## src/rtl/fs_boot_pkg.sv

```systemverilog
// Shared definitions for the UART boot loader: frame constants,
// loader and receiver state encodings.
package fs_boot_pkg;

   localparam logic [7:0] SYNC_BYTE = 8'hA5;
   localparam int unsigned BYTE_W = 8;
   localparam int unsigned CNT_W = 16;
   localparam int unsigned WORD_W = 32;

   typedef enum logic [2:0] {
      ST_IDLE,
      ST_CNT_LO,
      ST_CNT_HI,
      ST_DATA,
      ST_CSUM,
      ST_DONE,
      ST_ERR
   } ld_state_e;

   typedef enum logic [1:0] {
      RX_IDLE,
      RX_START,
      RX_BITS,
      RX_STOP
   } rx_state_e;

   function automatic logic in_frame(input ld_state_e s);
      return (s == ST_CNT_LO) || (s == ST_CNT_HI) ||
             (s == ST_DATA) || (s == ST_CSUM);
   endfunction

endpackage

```

## src/rtl/fs_uart_rx_byte.sv

```systemverilog
// 8N1 UART byte receiver: 2-flop synchronizer, mid-bit sampling,
// one-cycle rx_valid on good stop bit, rx_ferr on bad stop bit.
module fs_uart_rx_byte
   import fs_boot_pkg::*;
#(
   parameter int unsigned CLKS_PER_BIT = 434
) (
   input  logic                clk,
   input  logic                resetn,
   input  logic                uart_rx,
   output logic                rx_valid,
   output logic [BYTE_W-1:0]   rx_byte,
   output logic                rx_ferr
);

   localparam int unsigned CW = $clog2(CLKS_PER_BIT);
   localparam logic [CW-1:0] HALF = CW'(CLKS_PER_BIT / 2 - 1);
   localparam logic [CW-1:0] FULL = CW'(CLKS_PER_BIT - 1);

   rx_state_e         st_q, st_d;
   logic [2:0]        sync_q;
   logic [CW-1:0]     cnt_q, cnt_d;
   logic [2:0]        bit_q, bit_d;
   logic [7:0]        shift_q, shift_d;
   logic              valid_q, valid_d;
   logic              ferr_q, ferr_d;
   logic              rx_s, fall;

   // sync_q[1] is the synchronized line, sync_q[2] its previous value
   assign rx_s = sync_q[1];
   assign fall = sync_q[2] & ~sync_q[1];

   always_comb begin
      st_d    = st_q;
      cnt_d   = cnt_q + 1'b1;
      bit_d   = bit_q;
      shift_d = shift_q;
      valid_d = 1'b0;
      ferr_d  = 1'b0;
      unique case (st_q)
         RX_IDLE: begin
            cnt_d = '0;
            if (fall) st_d = RX_START;
         end
         RX_START: begin
            if (cnt_q == HALF) begin
               cnt_d = '0;
               bit_d = '0;
               st_d  = rx_s ? RX_IDLE : RX_BITS;
            end
         end
         RX_BITS: begin
            if (cnt_q == FULL) begin
               cnt_d   = '0;
               shift_d = {rx_s, shift_q[7:1]};
               bit_d   = bit_q + 3'd1;
               if (bit_q == 3'd7) st_d = RX_STOP;
            end
         end
         RX_STOP: begin
            if (cnt_q == FULL) begin
               cnt_d   = '0;
               st_d    = RX_IDLE;
               valid_d = rx_s;
               ferr_d  = ~rx_s;
            end
         end
         default: st_d = RX_IDLE;
      endcase
   end

   always_ff @(posedge clk or negedge resetn) begin
      if (!resetn) begin
         sync_q  <= 3'b111;
         st_q    <= RX_IDLE;
         cnt_q   <= '0;
         bit_q   <= '0;
         shift_q <= '0;
         valid_q <= 1'b0;
         ferr_q  <= 1'b0;
      end else begin
         sync_q  <= {sync_q[1:0], uart_rx};
         st_q    <= st_d;
         cnt_q   <= cnt_d;
         bit_q   <= bit_d;
         shift_q <= shift_d;
         valid_q <= valid_d;
         ferr_q  <= ferr_d;
      end
   end

   assign rx_valid = valid_q;
   assign rx_byte  = shift_q;
   assign rx_ferr  = ferr_q;

endmodule

```

## src/rtl/fs_uart_boot_loader.sv

```systemverilog
// UART boot loader: parses SYNC/COUNT/data/CSUM frames, writes words
// into instruction memory and releases the CPU on a good checksum.
module fs_uart_boot_loader
   import fs_boot_pkg::*;
#(
   parameter int unsigned CLKS_PER_BIT = 434,
   parameter logic [31:0] ADDR_BASE    = 32'h0,
   parameter int unsigned MAX_WORDS    = 4096,
   parameter int unsigned TIMEOUT_CYC  = 1048576
) (
   input  logic              clk,
   input  logic              resetn,
   input  logic              uart_rx,
   output logic              ins_mem_wenb,
   output logic [WORD_W-1:0] ins_mem_waddr,
   output logic [WORD_W-1:0] ins_mem_wdata,
   output logic              cpu_resetn,
   output logic              load_done,
   output logic              load_err,
   output logic              busy
);

   localparam int unsigned TW = $clog2(TIMEOUT_CYC + 1);
   localparam logic [TW-1:0] TMO_LAST = TW'(TIMEOUT_CYC - 1);
   localparam logic [CNT_W-1:0] MAXW = CNT_W'(MAX_WORDS);

   logic              rx_valid, rx_ferr;
   logic [BYTE_W-1:0] rx_byte;

   fs_uart_rx_byte #(
      .CLKS_PER_BIT(CLKS_PER_BIT)
   ) u_rx (
      .clk      (clk),
      .resetn   (resetn),
      .uart_rx  (uart_rx),
      .rx_valid (rx_valid),
      .rx_byte  (rx_byte),
      .rx_ferr  (rx_ferr)
   );

   ld_state_e         st_q, st_d;
   logic [CNT_W-1:0]  cnt_q, cnt_d, cnt_full;
   logic [CNT_W-1:0]  widx_q, widx_d;
   logic [1:0]        bidx_q, bidx_d;
   logic [WORD_W-1:0] word_q, word_d;
   logic [7:0]        csum_q, csum_d;
   logic [TW-1:0]     tmo_q, tmo_d;
   logic              wenb_q, wenb_d;
   logic [WORD_W-1:0] waddr_q, waddr_d;
   logic [WORD_W-1:0] wdata_q, wdata_d;
   logic              frame;

   assign frame    = in_frame(st_q);
   assign cnt_full = {rx_byte, cnt_q[7:0]};

   always_comb begin
      st_d    = st_q;
      cnt_d   = cnt_q;
      widx_d  = widx_q;
      bidx_d  = bidx_q;
      word_d  = word_q;
      csum_d  = csum_q;
      tmo_d   = '0;
      wenb_d  = 1'b0;
      waddr_d = waddr_q;
      wdata_d = wdata_q;
      if (frame && !rx_valid) tmo_d = tmo_q + 1'b1;
      unique case (st_q)
         ST_IDLE, ST_DONE, ST_ERR: begin
            if (rx_valid && rx_byte == SYNC_BYTE) st_d = ST_CNT_LO;
         end
         ST_CNT_LO: begin
            if (rx_valid) begin
               cnt_d[7:0] = rx_byte;
               st_d       = ST_CNT_HI;
            end
         end
         ST_CNT_HI: begin
            if (rx_valid) begin
               cnt_d  = cnt_full;
               widx_d = '0;
               bidx_d = '0;
               csum_d = '0;
               if (cnt_full == '0 || cnt_full > MAXW) st_d = ST_ERR;
               else st_d = ST_DATA;
            end
         end
         ST_DATA: begin
            if (rx_valid) begin
               word_d[{bidx_q, 3'b000} +: 8] = rx_byte;
               csum_d = csum_q ^ rx_byte;
               bidx_d = bidx_q + 2'd1;
               if (bidx_q == 2'd3) begin
                  wenb_d  = 1'b1;
                  waddr_d = ADDR_BASE + {14'b0, widx_q, 2'b00};
                  wdata_d = word_d;
                  widx_d  = widx_q + 16'd1;
                  if (widx_q == cnt_q - 16'd1) st_d = ST_CSUM;
               end
            end
         end
         ST_CSUM: begin
            if (rx_valid) st_d = (rx_byte == csum_q) ? ST_DONE : ST_ERR;
         end
         default: st_d = ST_IDLE;
      endcase
      // Framing error or a stalled sender abandons the frame
      if (frame && (rx_ferr || (!rx_valid && tmo_q == TMO_LAST)))
         st_d = ST_ERR;
   end

   always_ff @(posedge clk or negedge resetn) begin
      if (!resetn) begin
         st_q    <= ST_IDLE;
         cnt_q   <= '0;
         widx_q  <= '0;
         bidx_q  <= '0;
         word_q  <= '0;
         csum_q  <= '0;
         tmo_q   <= '0;
         wenb_q  <= 1'b0;
         waddr_q <= '0;
         wdata_q <= '0;
      end else begin
         st_q    <= st_d;
         cnt_q   <= cnt_d;
         widx_q  <= widx_d;
         bidx_q  <= bidx_d;
         word_q  <= word_d;
         csum_q  <= csum_d;
         tmo_q   <= tmo_d;
         wenb_q  <= wenb_d;
         waddr_q <= waddr_d;
         wdata_q <= wdata_d;
      end
   end

   assign ins_mem_wenb  = wenb_q;
   assign ins_mem_waddr = waddr_q;
   assign ins_mem_wdata = wdata_q;
   assign cpu_resetn    = (st_q == ST_DONE);
   assign load_done     = (st_q == ST_DONE);
   assign load_err      = (st_q == ST_ERR);
   assign busy          = frame;

endmodule
```

## config.mk

```make
export PLATFORM = sky130hd
export DESIGN_NAME = fs_uart_boot_loader
export DESIGN_NICKNAME = d
export VERILOG_FILES = /design/src/rtl/fs_boot_pkg.sv /design/src/rtl/fs_uart_rx_byte.sv /design/src/rtl/fs_uart_boot_loader.sv
export SDC_FILE = /design/constraint.sdc
export NUM_CORES = 1
export LEC_CHECK = 0
export ABC_AREA = 1
export CAP_MARGIN = 10
export CORE_ASPECT_RATIO = 0.6
export CORE_MARGIN = 4
export CORE_UTILIZATION = 35
export CTS_BUF_LIST = sky130_fd_sc_hd__clkbuf_4 sky130_fd_sc_hd__clkbuf_8
export DETAILED_ROUTE_END_ITERATION = 8
export PLACE_DENSITY_LB_ADDON = 0.2
export SETUP_SLACK_MARGIN = 0.2
export SYNTH_ARGS = -nofsm -noshare
export SYNTH_HDL_FRONTEND = slang
export SYNTH_SLANG_ARGS = --single-unit
```

## constraint.sdc

```tcl
create_clock -name clk -period 2.2 [get_ports clk]
set_input_delay 0.55 -clock clk [delete_from_list [all_inputs] [get_ports clk]]
set_output_delay 0.55 -clock clk [all_outputs]
set_load 0.005 [all_outputs]
```

---- Word level (Yosys, flattened, before mapping) ----
Cells that the tools add are included.
cells by class
  add/subtract/negate cells ............... 7
  $lt $le $gt $ge ......................... 1
  equality and inequality tests ........... 32
  shift-type cells ........................ 2
  mux-type cells .......................... 45
  bitwise operators ....................... 4
  reductions and logical operators ........ 27
operators with widths
  kind                                                             count
  2-to-1 mux 16 bit                                                3
  2-to-1 mux 3 bit                                                 11
  bitwise mux 32 bit                                               1
  case mux 16 bit (2 select lines)                                 1
  case mux 8 bit (2 select lines)                                  2
  variable shift 8 x 7 -> 32 bit, first input constant             1
  indexed part select 8 x 7 -> 32 bit                              1
  case mux 9 bit (3 select lines)                                  1
  2-to-1 mux 8 bit                                                 3
  adder 21 x 1 -> 21 bit, second input constant                    1
  equality test 21 x 20 -> 1 bit, second input constant            1
  2-to-1 mux 21 bit                                                1
  2-to-1 mux 2 bit                                                 9
  2-to-1 mux 9 bit                                                 2
  inequality test 3 x 1 -> 1 bit, second input constant            6
  adder 16 x 1 -> 16 bit, second input constant                    1
  equality test 16 bit                                             1
  greater-than comparator 16 x 13 -> 1 bit, second input constant  1
  zero test 16 bit                                                 1
  inequality test 2 x 1 -> 1 bit, second input constant            8
  subtractor 16 x 1 -> 16 bit, second input constant               1
  case mux 3 bit (5 select lines)                                  1
  equality test 3 bit, second input constant                       4
  AND reduction 3 bit                                              4
  32 further kinds                                                 52
storage, ports and cells
  flip-flop bits (word level) ............. 174
  input bits .............................. 3
  output and inout bits ................... 69
  logic and storage cells ................. 136

---- Logic depth before layout (Yosys ltp) ----
  word-level depth ........................ 7
  gate-level depth with buffers ........... 17
  gate-level depth less buffers ........... 17

---- By module ----
A second synthesis with hierarchy kept.
second synthesis, totals
  cells, all modules ...................... 1110
  area total of the unflattened synthesis .. 8898.5 µm²
by module, submodules not included
  module               times used  cells each  area an instance (µm²)
  fs_uart_boot_loader  1           967         7604.8
  fs_uart_rx_byte      1           143         1293.7

---- Least setup slack after synthesis ----
Ideal clock, no wire load.
  kind .................................... register to register
  from .................................... reg bidx_q[0]
  to ...................................... reg word_q[11]
  setup time .............................. 0.083 ns
  data arrival time ....................... 1.909 ns
  required time ........................... 2.117 ns
  path slack .............................. 0.208 ns
  stages on the path, launching flop included .. 9
  clock period less this slack ............ 1.992 ns
  path through ............................ dfrtp_1 > clkbuf_1 > inv_1 > ha_1 > clkbuf_1 > nand3_1 > o22ai_1 > nand2_1 > o21ai_0
on the way
  word-level cells in the longest chain between the ends .. 3
RTL lines
  element                                                                                       RTL line                    RTL
  start: declaration                                                                            fs_uart_boot_loader.sv:44   logic [1:0] bidx_q, bidx_d;
  start signal: assignment                                                                      fs_uart_boot_loader.sv:128  bidx_q <= bidx_d;
  negator 5 -> 7 bit (*)                                                                        fs_uart_boot_loader.sv:90   word_d[{bidx_q, 3'b000} +: 8] = rx_byte;
  indexed part select 8 x 7 -> 32 bit / variable shift 8 x 7 -> 32 bit (equally long branches)  fs_uart_boot_loader.sv:90
  bitwise mux 32 bit (*)                                                                        fs_uart_boot_loader.sv:90
  end signal: assignment                                                                        fs_uart_boot_loader.sv:129  word_q <= word_d;
  end: declaration                                                                              fs_uart_boot_loader.sv:45   logic [WORD_W-1:0] word_q, word_d;
Every way passes the cells marked *; elsewhere a longest branch is shown, timed or not.
A chain may end at the register's enable or synchronous reset.

---- Worst setup path in the final report ----
  from .................................... reg st_q[2]
  to ...................................... out busy
on the way
  word-level cells in the longest chain between the ends .. 4
RTL lines
  element                                                                              RTL line                    RTL
  start: declaration                                                                   fs_uart_boot_loader.sv:41   ld_state_e st_q, st_d;
  start signal: assignment                                                             fs_uart_boot_loader.sv:125  st_q <= st_d;
  equality test 3 x 1 -> 1 bit / equality test 3 x 2 -> 1 bit (equally long branches)  fs_boot_pkg.sv:28           return (s == ST_CNT_LO) || (s == ST_CNT_HI) ||
  logical OR 1 bit (2 in series)                                                       fs_boot_pkg.sv:28
  logical OR 1 bit (*)                                                                 fs_boot_pkg.sv:29           (s == ST_DATA) || (s == ST_CSUM);
  end: declaration                                                                     fs_uart_boot_loader.sv:20   output logic busy
Marked as above.

==> impl.org <==
** STA
- Across all hold checks on the routed design, the worst slack comes to 0.355 ns.
- Setup repair after global routing could not meet its margin everywhere.
- Fin Clk Skew :: 0.0191 ns
- Post-layout worst setup margin :: -0.0191 ns
- Final period util :: 101%
- Post-layout min period :: 2.22 ns
- Max Freq :: 0.451 GHz
- Setup violations remaining at the end of the flow were counted as 1.
- Max Slew Vio Count :: 0
- Actual slew at the worst max-slew pin :: 0.585 ns
- Fin. Hold Viols :: 0
- The worst pin sits at a relative slew slack of 61.0%.
- Setup Total Neg Slack :: -0.0191 ns

** Cells and area
- For this run, the share of the core covered by cells in the final layout is 44.5%.
- Layout cell share with drive strength beyond 1 :: 17.3%
- With fillers left out, the area of the finished cells amounts to 0.0109 mm^2.
- Count of inserted antenna diode cells :: 0
- The filler cells instantiated in the layout total 2434.
- Compared with the post-synthesis result, the final layout area differs by 23.7%.
- Final nets :: 1219
- Multi-input gate area in the final layout :: 0.00398 mm^2
- FF+latch area :: 0.00437 mm^2

** Global routing
- For this run, the total global-route usage over all layers was measured as 16.3%.
- Residual overflow from global routing :: 0
- The number of antenna violations at the first check in global routing came to 0.
- The first global-routing pass estimated 36000 um of wire.
- Maximum number of pins on one net before global-route repair :: 70
- The number of global-route vias before repair is 6672.

** Clocking
- Clock-pin slew was measured on the worst setup and hold paths at 0.08 ns.
- Maximum buffer depth of the clock tree :: 2
- Clock tree from TritonCTS :: yes
- The clock net in this run drives a total of 174 sinks.
- At the later pin of the worst-skew pair, clock insertion delay measures 0.49 ns.
- The H-tree generated during clock tree synthesis spans 4 levels.
- Clock buffer count from CTS :: 17
- Clk root buf :: clkbuf_8

** Power and ir drop
- Power density cells :: 552 mW/mm^2
- The completed layout was analyzed and its total power is 0.00600 W.
- VDD sags by at most 0.000349 V.
- Cell leakage power :: 5.29 nW

** Synth
- After synthesis the netlist holds a flip-flop and latch count of 174.
- Post-Synthesis Cell Area :: 0.00879 mm^2
- In the synthesized netlist the dominant register cell turns out to be dfrtp_1.
- Mapped Avg Cell Area :: 8.08 um^2
- Total number of yosys warnings :: 0
- Sequential elements use 49.6% of the synthesized area.
- Netlist cell types :: 48
- The cell count after synthesis came out at 1089.
- In the synthesized netlist the async set-or-reset flop fraction comes to 100%.
- The synthesized design contains 0 enable-type register cells.

** Floorplan
- Width of the die :: 213 um
- The die is 131 um tall.
- The floorplan step defined a die boundary enclosing 0.0278 mm^2.
- For this configuration, the core starts out at a cell density of 36.0%.
- Io pins :: 72
- The floorplan step defined a core boundary enclosing 0.0244 mm^2.
- The floorplan has 44 rows.

** Worst setup path
- CP endpoint kind :: primary output
- Data required time of the critical path :: 1.65 ns
- The worst setup path is launched from a flop.
- Critical R2R Capture :: st_q[1]
- In this run the critical register-to-register path is launched from st_q[2].
- The worst setup path is of the reg2out kind.
- Data on the critical path arrives at its endpoint at 1.67 ns.
- Critical-path maximum fanout :: 5
- Worst reg2reg setup slack :: 0.08 ns
- Measured in cells, the most critical reg-to-reg path has a length of 15.

** Min path
- The worst hold path passes through 0 cells.
- The worst hold path begins at u_rx.sync_q[0].
- Worst min-delay path category :: reg2reg
- The worst hold path terminates at u_rx.sync_q[1].

** Place
- Summing all placed instances gives a cell area of 0.00973 mm^2.
- The HPWL after detailed placement is 15100 um.
- In this run the tool buffered the top-level ports with 55 buffer cells.
- Final GP Congestion :: 0.845

** Detailed routing
- Post-Route WL :: 22300 um
- First-pass DRT Iterations :: 5
- Via count :: 7251
- Routed length per instance :: 14.6 um
- Post-route DRC :: 0
- DR vias/cell :: 4.74
- In this run, the number of DRC markers left after iteration 0 of detailed routing was 520.
- Residual antenna-violating net count after detailed routing :: 0

** Flow run
- Across the run, the number of max-cap violations was 0.

** Outcome
- Violations in the final reports :: negative setup slack
- Result of the run :: finished, violations left
==> report_power, final <==
part           internal (W)  switching, W
Clock               0.00117       0.00118
Sequential          0.00324     0.0000373
Combinational      0.000118      0.000259
==> layout by cell type, fill, tap and decap left out, types with 5 or more instances in the layout <==
| master | n |
|---|---|
| nand2_1 | 298 |
| dfrtp_1 | 163 |
| inv_1 | 110 |
| o21ai_0 | 94 |
| nor2_1 | 65 |
| buf_4 | 53 |
| clkdlybuf4s50_1 | 43 |
| nand3_1 | 37 |
| a21oi_1 | 27 |
| nand4_1 | 25 |
| nor3_1 | 23 |
| clkbuf_8 | 18 |
| buf_6 | 18 |
| inv_2 | 17 |
| o22ai_1 | 17 |
| ha_1 | 17 |
| conb_1 | 16 |
| nor2_4 | 14 |
| xor2_1 | 12 |
| nor2_2 | 12 |
| nand2_2 | 12 |
| xnor2_1 | 11 |
| o21ai_1 | 10 |
| dfrtp_2 | 8 |
| nor3_4 | 7 |
| dlymetal6s2s_1 | 6 |
| o21a_1 | 5 |
| clkinvlp_4 | 5 |
==> worst max-delay path by stage <==
stage,from,endpoint,slack (ns),depth (start not counted)
after detailed placement,st_q[1],busy,0.09,9
after global routing,st_q[2],busy,-0.07,6
final,st_q[2],busy,-0.02,6
after floorplan,bidx_q[0],word_q[11],0.21,8
after global placement,st_q[2],busy,0.11,7
after CTS,st_q[2],busy,-0.02,8
==> registers in the layout (all words and copies together), names as in the netlist, named ones only <==
signal,cells
u_rx.cnt_q,9
ins_mem_wenb,1
cnt_q,16
u_rx.rx_valid,1
csum_q,8
bidx_q,2
widx_q,16
u_rx.rx_ferr,1
ins_mem_wdata,32
u_rx.bit_q,3
tmo_q,21
u_rx.sync_q,3
ins_mem_waddr,16
u_rx.rx_byte,8
word_q,32
st_q,3
u_rx.st_q,1
==> synthesized netlist by cell type, types with 2 or more instances <==
| cell | instances | share of area [%] |
|---|---|---|
| nand3_1 | 41 | 2.3 |
| a21o_1 | 2 | 0.17 |
| nor3b_2 | 2 | 0.28 |
| nand2_2 | 2 | 0.14 |
| nand2_1 | 311 | 13 |
| nor3_2 | 4 | 0.46 |
| buf_4 | 20 | 1.7 |
| o21a_1 | 5 | 0.43 |
| nor2_1 | 79 | 3.4 |
| buf_2 | 6 | 0.34 |
| o21ai_1 | 9 | 0.51 |
| inv_1 | 120 | 5.1 |
| buf_1 | 5 | 0.21 |
| nand3b_1 | 2 | 0.17 |
| a21oi_1 | 29 | 1.7 |
| o22ai_1 | 17 | 1.2 |
| xor2_1 | 12 | 1.2 |
| clkbuf_1 | 23 | 0.98 |
| dfstp_2 | 3 | 0.90 |
| inv_2 | 9 | 0.38 |
| nand3_2 | 2 | 0.23 |
| o21ai_0 | 97 | 5.5 |
| ha_1 | 19 | 2.7 |
| nand4_1 | 25 | 1.8 |
| xnor2_1 | 11 | 1.1 |
| a211oi_1 | 2 | 0.17 |
| a22o_1 | 4 | 0.40 |
| nor3_1 | 25 | 1.4 |
| nor2_2 | 7 | 0.50 |
| dfrtp_1 | 171 | 49 |
| nor4_1 | 4 | 0.28 |
| nor2_4 | 5 | 0.64 |
==> area by class of cell <==
cell class	instances	area share, %
multi-input combinational	745	36.6
timing repair buffer	127	11.1
sequential	174	40.2
tap	322	3.70
timing repair inverter	1	0.0690
clock inverter	10	1.29
inverter	131	4.65
clock buffer	20	2.42
==> cells by family after synthesis <==
group	share of synthesized area (%)
simple gates	25.8
flops	49.6
compound gates	10.7
xor+xnor	2.29
buf+inv	8.98
fa+ha+maj	2.70
other cells	0.0426
==> per-stage QoR <==
step | instances | worst slack (ns)
finish | 1530 | -0.0191
detailed placement | 1449 | 0.0903
global route | 1530 | -0.0690
floorplan | 1104 | 0.208
global placement | 1449 | 0.111
CTS | 1511 | -0.0169
==> critical path: stages, from the launching register on <==
cell and delay, ns:
dfrtp_2 0.47, inv_2 0.21, nand2_1 0.15, nand2_2 0.13, inv_2 0.05, nand2_4 0.08, buf_6 0.10
==> routing by layer <==
metal | track usage (%) | share of wire [%] | vias to the layer above
met4 | 4.84 | 1.5 | 0
met2 | 21.5 | 40 | 145
met3 | 3.58 | 4.2 | 28
met1 | 26.2 | 55 | 3388
met5 | 0 | 0 | -
li1 | - | - | 3690
==> what timing repair did <==
action | CTS | global route
buffers inserted | 31 | 17
hold endpoints to repair | 25 | 0
pin swaps | 9 | 22
cloned | 0 | 2
endpoints found under the setup margin | 10 | 74
hold buffers | 1 | 0
resized for setup | 46 | 84
No activity file was read; power rests on OpenSTA's default activity.
